--- config.mk ---
export PLATFORM = sky130hd
export DESIGN_NAME = game_timebase_ctrl_flat
export DESIGN_NICKNAME = d
export VERILOG_FILES = /design/src/rtl/game_timebase_ctrl_if.sv /design/src/rtl/game_timebase_ctrl.sv /design/src/flat_wrapper.sv
export SDC_FILE = /design/constraint.sdc
export NUM_CORES = 1
export LEC_CHECK = 0
export ABC_AREA = 1
export ABC_CLOCK_PERIOD_IN_PS = 6300
export CAP_MARGIN = 5
export CORE_ASPECT_RATIO = 1.5
export CORE_UTILIZATION = 40
export DETAILED_ROUTE_END_ITERATION = 8
export GPL_TIMING_DRIVEN = 0
export MAX_ROUTING_LAYER = met4
export PLACE_DENSITY_LB_ADDON = 0.15
export SYNTH_ARGS = -nofsm -noshare
export SYNTH_HDL_FRONTEND = slang
export SYNTH_SLANG_ARGS = --single-unit
--- constraint.sdc ---
create_clock -name clk -period 6.3 [get_ports clk]
set_input_delay 1.26 -clock clk [delete_from_list [all_inputs] [get_ports clk]]
set_output_delay 1.26 -clock clk [all_outputs]
set_load 0.01 [all_outputs]
--- src/rtl/game_timebase_ctrl_if.sv ---
// Control and status bundle between the game logic and the timebase controller.
// The master side drives start/pause/level; the controller (slave) drives the strobes and phase status.
interface game_timebase_ctrl_if;
  logic       start;
  logic       pause;
  logic [1:0] level;
  logic       scan_tick;
  logic       sec_tick;
  logic       mole_tick;
  logic [1:0] state;
  logic [7:0] secs_left;
  logic       round_done;

  modport master (
    output start, pause, level,
    input  scan_tick, sec_tick, mole_tick, state, secs_left, round_done
  );

  modport slave (
    input  start, pause, level,
    output scan_tick, sec_tick, mole_tick, state, secs_left, round_done
  );
endinterface

--- src/rtl/game_timebase_ctrl.sv ---
// Single-clock timebase for the whack-a-mole game: clock-enable strobes (scan, second, mole)
// plus the IDLE -> READY -> PLAY -> OVER phase sequencer with a seconds-remaining counter.
module game_timebase_ctrl #(
  parameter int unsigned TICK_DIV      = 50_000_000,
  parameter int unsigned SCAN_DIV      = 50_000,
  parameter int unsigned MOLE_BASE_DIV = 25_000_000,
  parameter int unsigned READY_SECS    = 3,
  parameter int unsigned ROUND_SECS    = 60
) (
  input  logic                 clk,
  input  logic                 rst_n,
  game_timebase_ctrl_if.slave  bus
);

  typedef enum logic [1:0] {
    IDLE  = 2'd0,
    READY = 2'd1,
    PLAY  = 2'd2,
    OVER  = 2'd3
  } state_e;

  state_e      state_q;
  logic [7:0]  secs_q;
  logic        round_done_q;
  logic [31:0] scan_cnt;
  logic [31:0] sec_cnt;
  logic [31:0] mole_cnt;

  logic [31:0] mole_lim;
  logic        sec_run;
  logic        mole_run;
  logic        scan_tick;
  logic        sec_tick;
  logic        mole_tick;

  // Strobes are decoded from registered counters/state, gated by the live pause level.
  always_comb begin
    // NOTE: every signal assigned here gets a default first, so no latch can be inferred.
    mole_lim  = 32'(MOLE_BASE_DIV) >> bus.level;
    sec_run   = 1'b0;
    mole_run  = 1'b0;
    scan_tick = 1'b0;
    sec_tick  = 1'b0;
    mole_tick = 1'b0;

    sec_run   = ((state_q == READY) || (state_q == PLAY)) && !bus.pause;
    mole_run  = (state_q == PLAY) && !bus.pause;
    scan_tick = (scan_cnt == 32'(SCAN_DIV - 1));
    sec_tick  = sec_run && (sec_cnt == 32'(TICK_DIV - 1));
    // >= so that a level increase mid-count fires on the very next evaluation.
    mole_tick = mole_run && (mole_cnt >= (mole_lim - 32'd1));
  end

  // Display scan prescaler is free-running in every state.
  always_ff @(posedge clk or negedge rst_n) begin
    if (!rst_n) begin
      scan_cnt <= '0;
    end else begin
      // NOTE: sequential state uses non-blocking assignments so every flop samples pre-edge values.
      scan_cnt <= scan_tick ? '0 : scan_cnt + 32'd1;
    end
  end

  always_ff @(posedge clk or negedge rst_n) begin
    if (!rst_n) begin
      state_q      <= IDLE;
      secs_q       <= '0;
      round_done_q <= 1'b0;
      sec_cnt      <= '0;
      mole_cnt     <= '0;
    end else begin
      round_done_q <= 1'b0;

      if (sec_run)  sec_cnt  <= sec_tick  ? '0 : sec_cnt  + 32'd1;
      if (mole_run) mole_cnt <= mole_tick ? '0 : mole_cnt + 32'd1;

      // Phase changes below override the counter updates above where they clear them.
      unique case (state_q)
        IDLE, OVER: begin
          if (bus.start) begin
            state_q <= READY;
            secs_q  <= 8'(READY_SECS);
            sec_cnt <= '0;
          end
        end
        READY: begin
          if (sec_tick) begin
            if (secs_q == 8'd1) begin
              state_q  <= PLAY;
              secs_q   <= 8'(ROUND_SECS);
              sec_cnt  <= '0;
              mole_cnt <= '0;
            end else begin
              secs_q <= secs_q - 8'd1;
            end
          end
        end
        PLAY: begin
          if (sec_tick) begin
            if (secs_q == 8'd1) begin
              state_q      <= OVER;
              secs_q       <= '0;
              round_done_q <= 1'b1;
            end else begin
              secs_q <= secs_q - 8'd1;
            end
          end
        end
        default: state_q <= IDLE;
      endcase
    end
  end

  assign bus.scan_tick  = scan_tick;
  assign bus.sec_tick   = sec_tick;
  assign bus.mole_tick  = mole_tick;
  assign bus.state      = state_q;
  assign bus.secs_left  = secs_q;
  assign bus.round_done = round_done_q;

endmodule
--- src/flat_wrapper.sv ---
// flat-port wrapper written by rule: the top's interface ports become plain ports
module game_timebase_ctrl_flat 
#(
  parameter int unsigned TICK_DIV      = 50_000_000,
  parameter int unsigned SCAN_DIV      = 50_000,
  parameter int unsigned MOLE_BASE_DIV = 25_000_000,
  parameter int unsigned READY_SECS    = 3,
  parameter int unsigned ROUND_SECS    = 60
)
  (clk, rst_n, bus_start, bus_pause, bus_level, bus_scan_tick, bus_sec_tick, bus_mole_tick, bus_state, bus_secs_left, bus_round_done);
  game_timebase_ctrl_if bus_i ();
  input  logic clk;
  input  logic rst_n;
  input wire logic [$bits(bus_i.start)-1:0] bus_start;
  input wire logic [$bits(bus_i.pause)-1:0] bus_pause;
  input wire logic [$bits(bus_i.level)-1:0] bus_level;
  output wire logic [$bits(bus_i.scan_tick)-1:0] bus_scan_tick;
  output wire logic [$bits(bus_i.sec_tick)-1:0] bus_sec_tick;
  output wire logic [$bits(bus_i.mole_tick)-1:0] bus_mole_tick;
  output wire logic [$bits(bus_i.state)-1:0] bus_state;
  output wire logic [$bits(bus_i.secs_left)-1:0] bus_secs_left;
  output wire logic [$bits(bus_i.round_done)-1:0] bus_round_done;
  assign bus_i.start = bus_start;
  assign bus_i.pause = bus_pause;
  assign bus_i.level = bus_level;
  assign bus_scan_tick = bus_i.scan_tick;
  assign bus_sec_tick = bus_i.sec_tick;
  assign bus_mole_tick = bus_i.mole_tick;
  assign bus_state = bus_i.state;
  assign bus_secs_left = bus_i.secs_left;
  assign bus_round_done = bus_i.round_done;
  game_timebase_ctrl #(.TICK_DIV(TICK_DIV), .SCAN_DIV(SCAN_DIV), .MOLE_BASE_DIV(MOLE_BASE_DIV), .READY_SECS(READY_SECS), .ROUND_SECS(ROUND_SECS)) u_core (.clk(clk), .rst_n(rst_n), .bus(bus_i));
endmodule
==> summary.log, run 1 <==
qor: timing.max_freq 192 MHz
qor: route.drtPass1Iterations 4
qor: timing.slew_headroom 62.6%
qor: cts.clock-sinks 107
qor: cts.postCtsHoldBufs 0
qor: logic_synthesis.ys_seq_area_share 39.3%
qor: timing.final.period_utilization 82.8%
qor: timing.fin_clk_skew 0.0107 ns
qor: global_route.grt_overflow_total 0
qor: cts.cts_tree yes
qor: floorplanning.floorplan.rows 58
qor: logic_synthesis.synth_async_sr_flop_share 100%
qor: cts.post_cts_setup_repair_bufs 0
qor: cells_and_area.instances_no_fill 1119
qor: cts.number_of_clock_buffers_inserted_by_tritoncts 9
qor: logic_synthesis.synth.ff_latch_count 107
qor: route.routed_wire_length_per_instance 14.1 µm
qor: placement.placement.setup.worst_slack 1.08 ns
qor: global_route.global_route_wire_length_before_repair 27.0 mm
qor: timing.final_period_minus_worst_setup_slack 5.22 ns
qor: worst_setup_path.crit_arrival 3.96 ns
qor: cts.cts_resized 0
qor: floorplanning.floorplan.die.height 162 µm
qor: route.drc 0
qor: logic_synthesis.ys_warn_count 0
qor: cells_and_area.antenna_cells 0
qor: floorplanning.core_region_area 16700 µm²
qor: worst_setup_path.worstPathMaxFanout 6
qor: timing.drv_slew 0
qor: global_route.grt_pass1_vias 5685
qor: worst_setup_path.data_required_time_at_the_worst_endpoint 5.04 ns
qor: timing.hold_violations 0
qor: logic_synthesis.synthesis.nets 905
qor: floorplanning.die_area 17600 µm²
qor: run.reported_max_cap_violation_count 0
qor: worst_setup_path.worstSetupPathType in2out
qor: floorplanning.die_x 109 µm
qor: route.detailed_route_via_count 5588
qor: placement.numPlacedInstances 1103
qor: cts.later_pin_clock_latency_in_the_skew_report 0.35 ns
qor: timing.tightestPinTransition 0.557 ns
qor: worst_setup_path.start_kind input port
qor: route.wirelength 15.7 mm
qor: timing.worst_slack 1.08 ns
qor: placement.place_area 7280 µm²
qor: timing.setup-violations-final 0
qor: placement.gp_congestion 0.914
qor: cells_and_area.n_fill_cell 1762
qor: placement.detailed_place_hpwl 12.2 mm
qor: route.via_density 4.99
qor: logic_synthesis.yosys_most_used_dff dfrtp_1
qor: cts.ctsHtreeMaxLevel 3
qor: cells_and_area.design.final.nets 935
qor: global_route.grt_max_degree 60
qor: outcome.status finished, final reports clean
qor: cts.cts_max_path_buffers 2
qor: cells_and_area.design_area 7610 µm²
qor: timing.grt_setup_unrepaired false
qor: cts.clk_pin_slew 0.07 ns
qor: floorplanning.starting_density_of_the_core 40.8%
qor: logic_synthesis.syn-instance-count 874
qor: logic_synthesis.synth_enable_flop_cells 0
qor: logic_synthesis.post_synth.cell_area_avg 7.79 µm²
qor: route.drt-initial-drc-count 213
qor: logic_synthesis.syn_area 6810 µm²
qor: power_and_ir_drop.power_density 272 nW/µm²
qor: logic_synthesis.number_of_unique_standard_cell_types_used_by_synthesis 41
qor: global_route.grt_use_total 20.3%
qor: cts.cts_root_buffer clkbuf_16
qor: global_route.grt_antenna_before_repair 0
qor: power_and_ir_drop.static-leakage-power 3.56 nW
qor: cells_and_area.drive_above_1_share 11.7%
qor: placement.buffers_on_ports 18
qor: floorplanning.floorplan.io_pins 20
qor: min_path.min-delay-path-class reg2reg
qor: timing.fin_setup_tns 0 ns
qor: cells_and_area.layout-area-overhead-vs-synth 11.9%
qor: route.ant_nets 0
qor: power_and_ir_drop.largest_voltage_drop_on_the_vdd_net 0.228 mV
qor: worst_setup_path.setup.worst_path.end_class primary output
path summary, 6_finish.rpt:
| path | startpoint | to | slack [ns] | depth (start not counted) |
|---|---|---|---|---|
| min in group asynchronous | rst_n | u_core.mole_cnt[14]$_DFF_PN0_ | 0.85 | 1 |
| max in group asynchronous | rst_n | u_core.scan_cnt[27]$_DFF_PN0_ | 4.79 | 2 |
| max reg2reg | u_core.bus.state[0]$_DFFE_PN0P_ | u_core.sec_cnt[26]$_DFF_PN0_ | 3.91 | 9 |
| min reg2reg | u_core.scan_cnt[12]$_DFF_PN0_ | u_core.scan_cnt[12]$_DFF_PN0_ | 0.48 | 1 |
| max | bus_level[0] | bus_mole_tick | 1.08 | 15 |
| min | u_core.scan_cnt[12]$_DFF_PN0_ | u_core.scan_cnt[12]$_DFF_PN0_ | 0.48 | 1 |
per-layer routing:
metal | GRT usage (%) | up-vias | wire (µm)
met1 | 22.4 | 2641 | 6540
met3 | 2.05 | 24 | 221
met5 | - | - | 0
met2 | 36.7 | 55 | 8530
li1 | - | 2868 | -
met4 | 8.11 | 0 | 462
state kept, by name (all words and copies together) (netlist names):
signal,cells
u_core.bus.round_done,1
u_core.bus.secs_left,8
u_core.bus.state,2
u_core.mole_cnt,32
u_core.scan_cnt,32
u_core.sec_cnt,32
logic make-up (layout without fill, tap and decap cells):
kind of cell | after synthesis | count (layout) | synth area share, %
flip-flops | 107 | 107 | 39.3
AND/OR/NAND/NOR | 467 | 467 | 33.8
AO/OA/AOI/OAI | 66 | 66 | 5.51
adder cells (fa/ha/maj) | 25 | 25 | 4.60
XOR/XNOR | 59 | 59 | 7.59
other | 2 | 2 | 0.110
buffers and inverters | 148 | 183 | 9.04
power breakdown:
group          internal (mW)  total [mW]  switching (mW)
Combinational          0.224       0.626           0.402
Clock                  0.356       0.639           0.283
Sequential             0.741       0.806          0.0652
Total                   1.32        2.07           0.750
cell usage after synthesis (4+ instances only):
library cell	n	area, µm²
nor3b_1	5	37.5
nand3_2	4	40.0
nor3_1	37	185
o21ai_0	13	65.1
inv_2	10	37.5
nor2_2	30	188
ha_1	25	313
nand2_1	152	571
nor4_1	6	37.5
nand3_1	45	225
nor2_4	9	101
a31oi_1	6	37.5
dfrtp_1	107	2680
nand4_1	37	231
nor2_1	113	424
nor3_2	4	40.0
xnor2_1	14	123
o21a_1	5	37.5
inv_1	128	480
nand2_2	11	68.8
a21oi_1	26	130
o21ai_1	9	45.0
xor2_1	45	394
metrics by stage:
stage	hold slack (ns)	util (%)	total power, mW
2_1_floorplan	0.442	-	1.23
3_3_place_gp	0.455	43.4	1.45
3_5_place_dp	0.464	43.6	1.46
4_1_cts	0.478	45.6	2.11
5_1_grt	0.502	45.6	2.20
6_report	0.475	45.6	2.07
cell type report:
type / instances / area (µm²) / share of cell area [%]
Buffer: 10 / 97.6 / 1.28
Clock buffer: 9 / 225 / 2.96
Clock inverter: 7 / 111 / 1.46
Multi-Input combinational cell: 619 / 3510 / 46.1
Tap cell: 210 / 263 / 3.45
Timing Repair Buffer: 19 / 209 / 2.74
Inverter: 138 / 518 / 6.80
Sequential cell: 107 / 2680 / 35.2
worst max-delay path, cell delays in order:
cell	delay [ns]
clkdlybuf4s50_1	0.62
inv_2	0.10
nor2_1	0.15
inv_1	0.06
ha_1	0.29
nand2_1	0.07
nor2_1	0.09
nand3_1	0.11
nand3b_1	0.17
nor2_1	0.12
nand2_1	0.09
nand2_1	0.08
nand2_2	0.09
inv_1	0.12
clkdlybuf4s50_1	0.55
layout by cell type, fill, tap and decap left out, drive strengths merged:
cell	instances
bufinv	2
a211oi	2
nand2	166
a21oi	26
nand3	49
xnor2	14
o21ai	24
nor3b	5
or3	1
o211ai	1
o21a	5
nor4	8
buf	10
or2	1
clkinv	4
nand4	39
clkbuf	11
inv	139
nor2	152
conb	2
ha	25
clkdlybuf4s50	17
xor2	45
a22oi	1
a31oi	6
o31ai	1
nor3	43
nand3b	3
dfrtp	107
Power figures use the tool's default switching activity.
==> run 2: changes to the inputs <==
ABC_CLOCK_PERIOD_IN_PS = 4350   (was 6300)
clock period = 4.35 ns   (was 6.3 ns; I/O delays follow)
==> run 2 against run 1 <==
Effect of this change: non-clock buffer count stayed put; sequential share of layout area hardly changed; global-route usage is the same; die area did not move; register-to-register slack got worse by 2.0 ns; hold slack got worse by 0.017 ns; power up 45%.
==> summary.log, run 2 (same netlist as run 1, synthesis figures left out) <==
qor: cts.cts_max_path_buffers 2 [unchanged]
qor: timing.final.period_utilization 90.8%
qor: worst_setup_path.worstSetupPathType in2out
qor: power_and_ir_drop.total_power 3.00 mW [+45%]
qor: power_and_ir_drop.sw_frac_of_total 36.2% [about the same]
qor: cts.cts_root_buffer clkbuf_16
qor: cells_and_area.finalCoreUtilization 45.6% [about the same]
qor: route.ant_nets 0 [unchanged]
qor: timing.final_period_minus_worst_setup_slack 3.95 ns
qor: route.drtPass1Iterations 4 [unchanged]
qor: timing.slew_headroom 62.6% [unchanged]
qor: route.drt-initial-drc-count 213 [unchanged]
qor: worst_setup_path.timing.critical_path.from bus_level[0]
qor: worst_setup_path.cpPeakStageDelay 0.55 ns [-0.07 ns]
qor: worst_setup_path.worstReg2RegEnd u_core.sec_cnt[26]$_DFF_PN0_
qor: global_route.grt_use_total 20.3% [unchanged]
qor: cts.number_of_clock_buffers_inserted_by_tritoncts 9 [unchanged]
qor: global_route.global_route_wire_length_before_repair 27.0 mm [unchanged]
qor: global_route.grt_max_degree 60 [unchanged]
qor: cells_and_area.biggestRegsByFlops u_core.mole_cnt: 32 flops, u_core.scan_cnt: 32 flops, u_core.sec_cnt: 32 flops
qor: timing.holdWs 0.458 ns [-0.0171 ns]
qor: placement.detailed_place_hpwl 12.2 mm [unchanged]
qor: global_route.grt_overflow_total 0 [unchanged]
qor: route.routed_wire_length_per_instance 14.1 µm [about the same]
qor: timing.hold_violations 0 [unchanged]
qor: floorplanning.floorplan.io_pins 20 [unchanged]
qor: worst_setup_path.worstReg2RegStart u_core.bus.state[0]$_DFFE_PN0P_
qor: worst_setup_path.critPathBufInv 5 [unchanged]
qor: power_and_ir_drop.share_clk_of_total_power 30.9% [about the same]
qor: cells_and_area.design.final.nets 935 [unchanged]
qor: power_and_ir_drop.static-leakage-power 3.56 nW [about the same]
qor: worst_setup_path.worstPathMaxFanout 6 [unchanged]
qor: timing.max_freq 253 MHz
qor: cts.cts_tree yes
qor: outcome.status finished, final reports clean
qor: run.reported_max_cap_violation_count 0 [unchanged]
qor: placement.buffers_on_ports 18 [unchanged]
qor: timing.fin_clk_skew 0.0107 ns [unchanged]
qor: cells_and_area.antenna_cells 0 [unchanged]
qor: power_and_ir_drop.largest_voltage_drop_on_the_vdd_net 0.331 mV [+45%]
qor: floorplanning.floorplan.die.height 162 µm [unchanged]
qor: cells_and_area.layout-area-overhead-vs-synth 11.8% [about the same]
qor: cells_and_area.area_used_by_multi_input_combinational_logic 3510 µm² [unchanged]
qor: timing.tightestPinTransition 0.557 ns [unchanged]
qor: worst_setup_path.data_required_time_at_the_worst_endpoint 3.48 ns [-1.56 ns]
qor: power_and_ir_drop.power_switching 1.09 mW [+45%]
qor: worst_setup_path.crit_path_top_delay_cell clkdlybuf4s50_1
qor: power_and_ir_drop.power_density 394 nW/µm² [+45%]
qor: cts.postCtsHoldBufs 0 [unchanged]
qor: worst_setup_path.timing.critical_path.max_delay_family buffers and inverters
qor: worst_setup_path.setup.reg_to_reg.worst_slack 1.96 ns [-1.95 ns]
qor: floorplanning.floorplan.rows 58 [unchanged]
qor: cts.clock-sinks 107 [unchanged]
qor: floorplanning.starting_density_of_the_core 40.8% [unchanged]
qor: power_and_ir_drop.seqPwrFrac 38.9% [about the same]
qor: worst_setup_path.timing.reg2reg.worst_path_depth 9 [unchanged]
qor: cells_and_area.drive_above_1_share 11.8% [+0.11 points]
qor: global_route.grt_pass1_vias 5685 [unchanged]
qor: route.via_density 4.99 [unchanged]
qor: floorplanning.die_area 17600 µm² [unchanged]
qor: worst_setup_path.setup.worst_path.end_class primary output
qor: route.detailed_route_via_count 5588 [unchanged]
qor: cts.ctsHtreeMaxLevel 3 [unchanged]
qor: cells_and_area.ff_latch_area 2680 µm² [unchanged]
qor: cts.clk_pin_slew 0.08 ns [about the same]
qor: cells_and_area.final_common_cell nand2_1
qor: cells_and_area.n_fill_cell 1763 [+0.057%]
qor: timing.grt_setup_unrepaired false
qor: timing.fin_setup_tns 0 ns [unchanged]
qor: worst_setup_path.crit_arrival 3.08 ns [-0.88 ns]
qor: timing.drv_slew 0 [unchanged]
qor: cts.post_cts_setup_repair_bufs 0 [unchanged]
qor: worst_setup_path.cp_cell_sequence clkbuf_2, inv_2, nor2_1, inv_1, ha_1, nand2_1, nor2_1, nand3_1, nand3b_1, nor2_1, nand2_1, nand2_1, nand2_2, inv_1, clkdlybuf4s50_1
qor: placement.gp_congestion 0.914 [unchanged]
qor: route.drc 0 [unchanged]
qor: route.wirelength 15.7 mm [about the same]
qor: global_route.grt_antenna_before_repair 0 [unchanged]
qor: cells_and_area.most-common-layout-cells nand2_1, inv_1, nor2_1
qor: power_and_ir_drop.share_comb_of_total_power 30.2% [about the same]
qor: min_path.min-delay-path-class in2async
qor: cts.later_pin_clock_latency_in_the_skew_report 0.35 ns [about the same]
qor: timing.setup-violations-final 0 [unchanged]
qor: floorplanning.die_x 109 µm [unchanged]
qor: power_and_ir_drop.internal-power 1.91 mW [+45%]
qor: worst_setup_path.start_kind input port
qor: floorplanning.core_region_area 16700 µm² [unchanged]
-- run 2: timing repair --
action,CTS,global route
gates cloned,0,0
gates resized for setup,1,2
setup endpoints to repair,1,1
pin swaps,0,0
-- run 2: area by class of cell --
cell class                      instances  area share, %
Timing Repair Buffer                   19           2.68
Multi-Input combinational cell        619           46.2
Tap cell                              210           3.45
Clock inverter                          7           1.46
Buffer                                 10           1.28
Sequential cell                       107           35.2
Inverter                              138           6.81
Clock buffer                            9           2.96
-- run 2: worst max path at each step --
stage                                               end  slack [ns]  cells past startpoint
floorplan                                 bus_mole_tick        1.25                     13
global placement    u_core.bus.secs_left[2]$_DFFE_PN0P_       -1.98                      1
detailed placement                        bus_mole_tick       -0.09                     15
CTS                                       bus_mole_tick        0.17                     15
global route                              bus_mole_tick         0.1                     15
finish                                    bus_mole_tick        0.40                     15
-- run 2: routing by layer --
metal	track usage (%)	vias up	routed length, µm
li1	-	2868	-
met1	22.4	2641	6530
met2	36.7	55	8530
met3	2.05	24	220
met4	8.11	0	462
met5	-	-	0
-- run 2: worst reg2reg max path, cell delays in order, from the launching register on --
cell	delay [ns]
dfrtp_1	0.41
inv_1	0.06
ha_1	0.37
nor2_2	0.24
buf_4	0.23
nand2_1	0.06
nor4_1	0.33
nand4_1	0.30
a21oi_1	0.21
o21a_1	0.13
-- run 2: through the flow --
stage               worst slack [ns]  instances  instance area [µm²]
CTS                            0.175       1119                 7610
global placement               -1.98       1102                 7250
finish                         0.400       1119                 7610
detailed placement           -0.0902       1103                 7280
floorplan                       1.25        874                 6810
global route                  0.0961       1119                 7610
-- run 2: power groups by stage --
stage                     registers (mW)  logic [mW]  clock network (mW)
after global routing                1.18        1.03               0.984
after global placement              1.19       0.917                   0
after detailed placement            1.19       0.922                   0
after floorplan                     1.18       0.608                   0
after CTS                           1.17       0.932               0.954
final                               1.17       0.906               0.925
==> run 3: changes to the inputs <==
ABC_AREA = unset   (was 1)
==> run 3 against run 2 <==
Effect of this change: clock skew grew 0.00080 ns; register-to-register slack got worse by 0.93 ns; clock power is 14% lower; flip-flop and latch count stayed put; wire length decreased by 19%; synthesized area fell by 13%; global-route usage decreased by 1.6 points; power down 13%; via count shrank 18%; sequential share of layout area up 5.1 points; core utilization rose by 0.33 points; critical endpoint unchanged; highest routed layer unchanged.
==> summary.log, run 3 <==
qor: worst_setup_path.data_required_time_at_the_worst_endpoint 3.48 ns [about the same]
qor: timing.final.period_utilization 97.4% [+6.5 points]
qor: logic_synthesis.synth.ff_latch_count 107 [unchanged]
qor: logic_synthesis.synth_top_family_by_area simple AND/OR/NAND/NOR gates
qor: cts.postCtsHoldBufs 0 [unchanged]
qor: floorplanning.die_area 15200 µm² [-13%]
qor: logic_synthesis.synth_xor_xnor_area_share 13.1% [+5.5 points]
qor: floorplanning.floorplan.die.height 151 µm [-6.9%]
qor: logic_synthesis.synthesis.nets 657 [-27%]
qor: floorplanning.floorplan.io_pins 20 [unchanged]
qor: worst_setup_path.timing.critical_path.from bus_level[1]
qor: run.reported_max_cap_violation_count 0 [unchanged]
qor: logic_synthesis.netlist_top_cells_area dfrtp_1, xnor2_1, xor2_1
qor: timing.tightestPinTransition 1.13 ns [+0.570 ns]
qor: cts.ctsHtreeMaxLevel 3 [unchanged]
qor: power_and_ir_drop.power_density 395 nW/µm² [+0.22%]
qor: logic_synthesis.synth_compound_area_share 5.50% [-0.015 points]
qor: cts.clk_pin_slew 0.08 ns [about the same]
qor: logic_synthesis.yosys.area_share.adder 5.48% [+0.88 points]
qor: cells_and_area.layout-area-overhead-vs-synth 12.7%
qor: timing.hold_violations 0 [unchanged]
qor: global_route.grt_overflow_total 0 [unchanged]
qor: logic_synthesis.netlist.area_leader.share 45.4% [+6.1 points]
qor: logic_synthesis.syn-instance-count 626 [-28%]
qor: worst_setup_path.setup.worst_path.end_class primary output
qor: global_route.grt_antenna_before_repair 0 [unchanged]
qor: route.routed_wire_length_per_instance 14.9 µm [+5.8%]
qor: route.detailed_route_via_count 4574 [-18%]
qor: floorplanning.floorplan.rows 54 [-6.9%]
qor: placement.place_area 6350 µm² [-13%]
qor: cts.post_cts_setup_repair_bufs 0 [unchanged]
qor: logic_synthesis.synth.mux.area_fraction 0% [unchanged]
qor: global_route.grt_max_degree 66 [+10%]
qor: global_route.grt_use_total 18.7% [-1.6 points]
qor: cells_and_area.drive_above_1_share 7.70% [-4.1 points]
qor: timing.fin_clk_skew 0.0115 ns [+0.000802 ns]
qor: logic_synthesis.netlist_top_cells_count dfrtp_1, nor2_1, nand2_1, xnor2_1
qor: timing.setup-violations-final 0 [unchanged]
qor: timing.fin_setup_tns 0 ns [unchanged]
qor: power_and_ir_drop.static-leakage-power 2.92 nW [-18%]
qor: cts.cts_tree yes
qor: logic_synthesis.synth_simple_gate_area_share 27.4% [-6.4 points]
qor: timing.grt_setup_unrepaired false
qor: timing.final_period_minus_worst_setup_slack 4.24 ns [+0.285 ns]
qor: logic_synthesis.ys_warn_count 0 [unchanged]
qor: placement.detailed_place_hpwl 9.30 mm [-24%]
qor: power_and_ir_drop.total_power 2.62 mW [-13%]
qor: cts.clock-sinks 107 [unchanged]
qor: route.drc 0 [unchanged]
qor: cts.cts_root_buffer clkbuf_16
qor: cells_and_area.most-common-layout-cells dfrtp_1, nor2_1, nand2_1
qor: timing.slew_headroom 24.1% [-38 points]
qor: floorplanning.core_region_area 14500 µm² [-13%]
qor: min_path.hold_path_startpoint u_core.scan_cnt[0]$_DFF_PN0_
qor: cells_and_area.biggestRegsByFlops u_core.mole_cnt: 32 flops, u_core.scan_cnt: 32 flops, u_core.sec_cnt: 32 flops
qor: min_path.min-delay-path-class reg2reg
qor: cells_and_area.design.final.nets 688 [-26%]
qor: worst_setup_path.worstPathMaxFanout 10 [+4]
qor: cts.cts_max_path_buffers 2 [unchanged]
qor: timing.max_freq 236 MHz [-6.7%]
qor: placement.gp_congestion 0.827 [-9.5%]
qor: global_route.global_route_wire_length_before_repair 21.7 mm [-20%]
qor: logic_synthesis.syn_area 5890 µm² [-13%]
qor: logic_synthesis.number_of_unique_standard_cell_types_used_by_synthesis 49 [+20%]
qor: cells_and_area.final_common_cell dfrtp_1
qor: route.wirelength 12.8 mm [-19%]
qor: logic_synthesis.post_synth.cell_area_avg 9.41 µm² [+21%]
qor: worst_setup_path.crit_arrival 3.37 ns [+0.29 ns]
qor: worst_setup_path.worstReg2RegStart u_core.bus.state[0]$_DFFE_PN0P_
qor: floorplanning.die_x 101 µm [-6.8%]
qor: cts.later_pin_clock_latency_in_the_skew_report 0.35 ns [about the same]
qor: power_and_ir_drop.largest_voltage_drop_on_the_vdd_net 0.217 mV [-34%]
qor: worst_setup_path.start_kind input port
qor: timing.drv_slew 0 [unchanged]
qor: worst_setup_path.worstSetupPathType in2out
qor: logic_synthesis.synth_enable_flop_cells 0 [unchanged]
qor: route.via_density 5.33 [+6.8%]
qor: worst_setup_path.setup.reg_to_reg.worst_slack 1.03 ns [-0.93 ns]
qor: floorplanning.starting_density_of_the_core 40.7% [about the same]
qor: cts.number_of_clock_buffers_inserted_by_tritoncts 9 [unchanged]
qor: logic_synthesis.top_count_cell_post_synth dfrtp_1
qor: logic_synthesis.synth.largest_area_cell dfrtp_1
qor: global_route.grt_pass1_vias 4634 [-18%]
qor: placement.buffers_on_ports 19 [+1]
qor: logic_synthesis.synth_async_sr_flop_share 100% [unchanged]
qor: route.drtPass1Iterations 4 [unchanged]
qor: outcome.status finished, final reports clean
qor: cells_and_area.design_area 6640 µm² [-13%]
qor: logic_synthesis.ys_seq_area_share 45.4% [+6.1 points]
qor: route.ant_nets 0 [unchanged]
qor: route.drt-initial-drc-count 123 [-42%]
qor: cells_and_area.antenna_cells 0 [unchanged]
qor: logic_synthesis.yosys_most_used_dff dfrtp_1
run 3: cell count changes after synthesis, moves of 11 or more:
cell,previous run,this run
xnor2_1,14,48
nor2_1,113,82
nand2_1,152,60
nand2_2,11,0
and3_1,0,19
inv_1,128,17
nor2_2,30,0
run 3: final cells by class:
cell class                      count  area, µm²
Clock buffer                        9        225
Clock inverter                      7       58.8
Multi-Input combinational cell    480       3050
Tap cell                          196        245
Buffer                             22        114
Sequential cell                   107       2680
Inverter                           17       63.8
Timing Repair Buffer               20        209
Fill cell                        1448       7820
run 3: cells by family (layout without fill, tap and decap cells):
kind of cell,count (synthesis),count (layout)
buffers and inverters,39,75
and+or+nand+nor,312,312
AOI/OAI and AO/OA,52,52
xor gates and xnor gates,88,88
adders and majority gates,26,26
DFF,107,107
other,2,2
run 3: critical path, stage by stage:
cell and delay [ns]:
dlygate4sd2_1 0.32, inv_1 0.11, nand2_1 0.09, ha_1 0.34
nand2_1 0.06, or4_4 0.53, a311o_4 0.38, a21oi_2 0.18
buf_4 0.20, clkdlybuf4s15_1 0.27
run 3: power by group:
group | switching (mW) | internal (mW)
Clock | 0.397 | 0.400
Combinational | 0.441 | 0.256
Sequential | 0.0741 | 1.05
Total | 0.912 | 1.71
run 3: final timing paths:
check,endpoint,depth (start not counted)
max,bus_mole_tick,10
min,u_core.scan_cnt[0]$_DFF_PN0_,1
max reg2reg,u_core.sec_cnt[12]$_DFF_PN0_,9
min reg2reg,u_core.scan_cnt[0]$_DFF_PN0_,1
max in group asynchronous,u_core.scan_cnt[11]$_DFF_PN0_,2
min in group asynchronous,u_core.mole_cnt[11]$_DFF_PN0_,1
run 3: metrics by stage:
step / util (%) / setup slack [ns] / instances / hold slack, ns
after detailed placement: 43.9 / -0.604 / 842 / 0.450
after global routing: 45.9 / 0.0159 / 858 / 0.481
after global placement: 43.8 / -1.85 / 841 / 0.445
after CTS: 45.9 / 0.0356 / 858 / 0.461
after floorplan: - / 0.882 / 626 / 0.433
final: 45.9 / 0.115 / 858 / 0.458
run 3: routing by layer:
metal	GRT usage, %	share of wire [%]	up-vias
met2	32.9	53	51
met5	-	0	-
li1	-	-	2243
met3	3.48	3.2	14
met1	21.0	43	2266
met4	6.88	1.4	0
run 3: timing repair:
item,4_1_cts,5_1_grt
hold endpoints to repair,0,0
pin swaps,0,0
resized for setup,5,4
setup endpoints to repair,1,1
